$ cat src/rtl/inv_ark_mix_if.sv
// Handshake bundle for the inverse AddRoundKey/InvMixColumns round stage.
// Both sides use valid/ready: a transfer happens on a rising clk edge where valid and ready are both 1.
interface inv_ark_mix_if;
    logic         in_valid;
    logic         in_ready;
    logic [127:0] state_in;
    logic [127:0] round_key;
    logic         skip_mix;
    logic         out_valid;
    logic         out_ready;
    logic [127:0] state_out;

    modport master (
        output in_valid, state_in, round_key, skip_mix, out_ready,
        input  in_ready, out_valid, state_out
    );

    modport slave (
        input  in_valid, state_in, round_key, skip_mix, out_ready,
        output in_ready, out_valid, state_out
    );
endinterface

$ cat src/rtl/inv_ark_mix_stage.sv
// AES decryption round stage: AddRoundKey then InvMixColumns (column-serial, or bypassed for the final round).
// Define INV_MIX_PARALLEL_EN to mix all four columns in a single MIX cycle.
module inv_ark_mix_stage (
    input  logic             clk,
    input  logic             rst,
    inv_ark_mix_if.slave     bus,
    output logic [1:0]       dbg_state_o
);

    localparam logic [1:0] IDLE = 2'd0;
    localparam logic [1:0] MIX  = 2'd1;
    localparam logic [1:0] DONE = 2'd2;

    logic [1:0]   state_q, state_d;
    logic [127:0] work_q, work_d;
    logic [127:0] mixed;
`ifndef INV_MIX_PARALLEL_EN
    logic [1:0]   col_cnt_q, col_cnt_d;
`endif

    function automatic logic [7:0] xt(input logic [7:0] b);
        return {b[6:0], 1'b0} ^ (b[7] ? 8'h1b : 8'h00);
    endfunction

    function automatic logic [7:0] mul_9(input logic [7:0] b);
        return xt(xt(xt(b))) ^ b;
    endfunction

    function automatic logic [7:0] mul_b(input logic [7:0] b);
        return xt(xt(xt(b))) ^ xt(b) ^ b;
    endfunction

    function automatic logic [7:0] mul_d(input logic [7:0] b);
        return xt(xt(xt(b))) ^ xt(xt(b)) ^ b;
    endfunction

    function automatic logic [7:0] mul_e(input logic [7:0] b);
        return xt(xt(xt(b))) ^ xt(xt(b)) ^ xt(b);
    endfunction

    // s0 is the most significant byte of the column.
    function automatic logic [31:0] inv_mix_col(input logic [31:0] col);
        logic [7:0] s0, s1, s2, s3;
        s0 = col[31:24];
        s1 = col[23:16];
        s2 = col[15:8];
        s3 = col[7:0];
        return {mul_e(s0) ^ mul_b(s1) ^ mul_d(s2) ^ mul_9(s3),
                mul_9(s0) ^ mul_e(s1) ^ mul_b(s2) ^ mul_d(s3),
                mul_d(s0) ^ mul_9(s1) ^ mul_e(s2) ^ mul_b(s3),
                mul_b(s0) ^ mul_d(s1) ^ mul_9(s2) ^ mul_e(s3)};
    endfunction

    always_comb begin
        mixed = work_q;
        for (int c = 0; c < 4; c++) begin
`ifdef INV_MIX_PARALLEL_EN
            mixed[127-32*c -: 32] = inv_mix_col(work_q[127-32*c -: 32]);
`else
            if (col_cnt_q == 2'(c)) begin
                mixed[127-32*c -: 32] = inv_mix_col(work_q[127-32*c -: 32]);
            end
`endif
        end
    end

    always_comb begin
        state_d = state_q;
        work_d  = work_q;
`ifndef INV_MIX_PARALLEL_EN
        col_cnt_d = col_cnt_q;
`endif
        case (state_q)
            IDLE: begin
                if (bus.in_valid) begin
                    work_d  = bus.state_in ^ bus.round_key;
                    state_d = bus.skip_mix ? DONE : MIX;
`ifndef INV_MIX_PARALLEL_EN
                    col_cnt_d = 2'd0;
`endif
                end
            end
            MIX: begin
                work_d = mixed;
`ifdef INV_MIX_PARALLEL_EN
                state_d = DONE;
`else
                col_cnt_d = col_cnt_q + 2'd1;
                if (col_cnt_q == 2'd3) begin
                    state_d = DONE;
                end
`endif
            end
            DONE: begin
                // Return to IDLE only; a new block is taken on the following cycle.
                if (bus.out_ready) begin
                    state_d = IDLE;
                end
            end
            default: state_d = IDLE;
        endcase
    end

    always_ff @(posedge clk) begin
        if (rst) begin
            state_q <= IDLE;
            work_q  <= '0;
`ifndef INV_MIX_PARALLEL_EN
            col_cnt_q <= 2'd0;
`endif
        end else begin
            state_q <= state_d;
            work_q  <= work_d;
`ifndef INV_MIX_PARALLEL_EN
            col_cnt_q <= col_cnt_d;
`endif
        end
    end

    assign bus.in_ready  = (state_q == IDLE);
    assign bus.out_valid = (state_q == DONE);
    assign bus.state_out = work_q;
    assign dbg_state_o   = state_q;

endmodule

$ cat src/flat_wrapper.sv
// flat-port wrapper written by rule: the top's interface ports become plain ports
module inv_ark_mix_stage_flat 
  (clk, rst, dbg_state_o, bus_in_valid, bus_state_in, bus_round_key, bus_skip_mix, bus_out_ready, bus_in_ready, bus_out_valid, bus_state_out);
  inv_ark_mix_if bus_i ();
  input  logic clk;
  input  logic rst;
  output logic [1:0] dbg_state_o;
  input wire logic [$bits(bus_i.in_valid)-1:0] bus_in_valid;
  input wire logic [$bits(bus_i.state_in)-1:0] bus_state_in;
  input wire logic [$bits(bus_i.round_key)-1:0] bus_round_key;
  input wire logic [$bits(bus_i.skip_mix)-1:0] bus_skip_mix;
  input wire logic [$bits(bus_i.out_ready)-1:0] bus_out_ready;
  output wire logic [$bits(bus_i.in_ready)-1:0] bus_in_ready;
  output wire logic [$bits(bus_i.out_valid)-1:0] bus_out_valid;
  output wire logic [$bits(bus_i.state_out)-1:0] bus_state_out;
  assign bus_i.in_valid = bus_in_valid;
  assign bus_i.state_in = bus_state_in;
  assign bus_i.round_key = bus_round_key;
  assign bus_i.skip_mix = bus_skip_mix;
  assign bus_i.out_ready = bus_out_ready;
  assign bus_in_ready = bus_i.in_ready;
  assign bus_out_valid = bus_i.out_valid;
  assign bus_state_out = bus_i.state_out;
  inv_ark_mix_stage u_core (.clk(clk), .rst(rst), .bus(bus_i), .dbg_state_o(dbg_state_o));
endmodule
$ cat config.mk
export PLATFORM = sky130hd
export DESIGN_NAME = inv_ark_mix_stage_flat
export DESIGN_NICKNAME = d
export VERILOG_FILES = /design/src/rtl/inv_ark_mix_if.sv /design/src/rtl/inv_ark_mix_stage.sv /design/src/flat_wrapper.sv
export SDC_FILE = /design/constraint.sdc
export NUM_CORES = 1
export LEC_CHECK = 0
export BUFFER_PORTS_ARGS = -buffer_cell sky130_fd_sc_hd__buf_2
export CAP_MARGIN = 10
export CORE_ASPECT_RATIO = 0.5
export CORE_UTILIZATION = 25
export CTS_CLUSTER_DIAMETER = 120
export DETAILED_ROUTE_END_ITERATION = 10
export HOLD_SLACK_MARGIN = 0.15
export PLACE_DENSITY_LB_ADDON = 0.05
export SETUP_SLACK_MARGIN = 0.4
export SLEW_MARGIN = 40
export SYNTH_ARGS = -nofsm -noshare
export SYNTH_HDL_FRONTEND = slang
export SYNTH_SLANG_ARGS = --single-unit
$ cat constraint.sdc
create_clock -name clk -period 2.8 [get_ports clk]
set_clock_uncertainty 0.1 [all_clocks]
set_input_delay 0.14 -clock clk [delete_from_list [all_inputs] [get_ports clk]]
set_output_delay 0.14 -clock clk [all_outputs]
set_load 0.01 [all_outputs]
==> impl_metrics.env <==
export IMPL_clock_sinks=132
export IMPL_p_switching_mw=9.69
export IMPL_initial_core_util_pct=25.4
export IMPL_cap_violations=0
export IMPL_grt_pass1_vias=14200
export IMPL_holdWs_ns=0.147
export IMPL_vias=14000
export IMPL_synth_edff_count=0
export IMPL_combPwrFrac_pct=75.4
export IMPL_p_leak_nw=10.1
export IMPL_numCtsBuffers=17
export IMPL_fin_crit_ns=2.31
export IMPL_rsz0062_at_grt="yes"
export IMPL_ys_async_sr_fraction_pct=0
export IMPL_synth_top_area_share_pct=30.6
export IMPL_ys_warn_count=0
export IMPL_wl_mm=66.7
export IMPL_dpl_cell_area_um2=19700
export IMPL_power_mw=22.7
export IMPL_grt_pass1_wl_mm=97.1
export IMPL_synth_most_common_cell="xnor2_1"
export IMPL_crit_fanout=5
export IMPL_overflow=0
export IMPL_cts_root_buf="clkbuf_16"
export IMPL_power_density_nw_per_um2=979
export IMPL_dp_hpwl_mm=52.3
export IMPL_status="finished clean"
export IMPL_stdcell_area_um2=23200
export IMPL_clkLatencyLatePin_ns=0.46
export IMPL_setup_tns_ns=0
export IMPL_nets=2649
export IMPL_setup_violations=0
export IMPL_ys_top_cells_by_count="xnor2_1 (561), xor2_1 (166), a21oi_1 (135)"
export IMPL_cp_top_family="XOR/XNOR gates"
export IMPL_hold_viol=0
export IMPL_clkTransAtPathRegs_ns=0.07
export IMPL_port_buffers=392
export IMPL_dieArea_um2=65400
export IMPL_p_int_mw=13.0
export IMPL_arrival_ns=2.59
export IMPL_drcViolationCount=0
export IMPL_cp_end_kind="register"
export IMPL_wl_per_cell_um=20.6
export IMPL_ios=393
export IMPL_hp_class="in2reg"
export IMPL_swShare_pct=42.7
export IMPL_synth_fp_nets=1999
export IMPL_clkPwrFrac_pct=12.5
export IMPL_fin_crit_sh_pct=82.3
export IMPL_gp_congestion=0.827
export IMPL_path_buf_inv=0
export IMPL_yosysTopAreaCell="xnor2_1"
export IMPL_tightestPinTransition_ns=0.616
export IMPL_syn_area_um2=16100
export IMPL_yosys_top_cells_area="xnor2_1 (31%), dfxtp_1 (16%), xnor3_1 (16%)"
export IMPL_area_growth_pct=44.3
export IMPL_antenna_found_initial=0
export IMPL_crit_chain="xnor3_2 > xor2_4 > xnor2_2 > xnor3_1 > a221o_1 > a21oi_2"
export IMPL_cp_data_required_time_ns=3.09
export IMPL_clock_fmax_mhz=434
export IMPL_synth_area_per_cell_um2=9.27
export IMPL_synth_distinct_cells=40
export IMPL_crit_type="reg2reg"
export IMPL_slew_headroom_pct=58.6
export IMPL_chipWidth_um=361
export IMPL_rows=65
export IMPL_ys_flop_type="dfxtp_1"
export IMPL_startpoint_type="register"
export IMPL_clock_path_buffers=2
export IMPL_cts_tree="built"
export IMPL_seq_area_frac_synth_pct=16.4
export IMPL_n_antenna_cell=0
export IMPL_drt_iter0_drc=630
export IMPL_die_h_um=181
export IMPL_htree_levels=4
export IMPL_grt_max_degree=57
export IMPL_core_area_um2=63300
export IMPL_grt_usage_pct=20.2
export IMPL_finalMaxSlewViolations=0
export IMPL_worst_path_max_delay_cell="dfxtp_2"
export IMPL_pwr_share_seq_pct=12.1
export IMPL_netlist_instances=1734
export IMPL_synth_seq_cells=132
export IMPL_max_stage_delay_ns=0.46
export IMPL_drtPass1Iterations=7
export IMPL_ant_nets=0
export IMPL_drive_gt1_share_pct=30.1
export IMPL_ir_worst_vdd_uv=422
export IMPL_vias_per_cell=4.32
## routing by layer
metal,routed length [um],GRT usage [%],vias up
met5,0,0,-
li1,-,-,6966
met1,34500,30.0,6776
met4,320,2.26,0
met2,29800,31.6,224
met3,2130,2.72,16
## metrics by stage
stage / setup slack [ns] / instances / utilization [%]
6_report: 0.495 / 3234 / 36.7
2_1_floorplan: 0.468 / 1734 / -
3_5_place_dp: 0.205 / 2961 / 31.2
3_3_place_gp: 0.136 / 2961 / 31.2
5_1_grt: 0.373 / 3234 / 36.7
4_1_cts: 0.390 / 3228 / 36.2
## worst register-to-register path, cell delays in order (launching register included)
cell,delay [ns]
dfxtp_2,0.46
xnor3_2,0.41
xor2_4,0.24
xnor2_2,0.29
xnor3_1,0.28
a221o_1,0.32
a21oi_2,0.13
## cells by family after synthesis
kind of cell	after synthesis	share of synthesized area [%]
AOI/OAI and AO/OA	279	10.4
xor gates and xnor gates	886	61.5
adders and majority gates	4	0.311
buffers and inverters	172	4.69
DFF	132	16.4
and+or+nand+nor	261	6.64
## cell type report
type	instances	area (um^2)
fill	6576	40100
multi-input combinational	1430	13000
timing repair buffer	800	5710
sequential	132	2710
tap	837	1050
clock buffer	19	453
clock inverter	13	228
inverter	3	11.3
## cell usage in the layout (no fill, tap or decap), drive strengths merged, types with 42 or more instances in the layout
cell type    count
xnor2          580
buf            567
dlygate4sd3    233
xor2           173
a21oi          137
dfxtp          132
xnor3          116
nand2          114
nor2            89
nor3            46
o21ai           42
## repair_timing
action,4_1_cts,5_1_grt
hold endpoints to repair,123,0
hold buffers,233,0
setup buffers,2,6
gates resized for setup,31,66
pin swaps,1,8
setup endpoints to repair,43,65
## power by group through the flow
stage | Combinational (mW) | Sequential [mW] | Clock, mW
2_1_floorplan | 12.3 | 2.49 | 0
3_3_place_gp | 16.6 | 2.76 | 0
3_5_place_dp | 16.5 | 2.75 | 0
4_1_cts | 17.1 | 2.73 | 2.91
5_1_grt | 18.4 | 2.81 | 2.98
6_report | 17.1 | 2.75 | 2.83
## worst paths after layout
check,start,endpoint,slack [ns],depth (start not counted)
min reg2reg,u_core.bus.state_out[78]$_SDFFE_PP0P_,u_core.bus.state_out[78]$_SDFFE_PP0P_,0.39,2
max,u_core.bus.state_out[39]$_SDFFE_PP0P_,u_core.bus.state_out[53]$_SDFFE_PP0P_,0.49,6
min,bus_round_key[79],u_core.bus.state_out[79]$_SDFFE_PP0P_,0.15,6
max reg2reg,u_core.bus.state_out[39]$_SDFFE_PP0P_,u_core.bus.state_out[53]$_SDFFE_PP0P_,0.49,6
## registers in the layout (all words and copies together) (netlist names)
signal / cells
u_core.bus.state_out: 128
u_core.col_cnt_q: 2
u_core.dbg_state_o: 2
(Power assumes the default switching activity.)
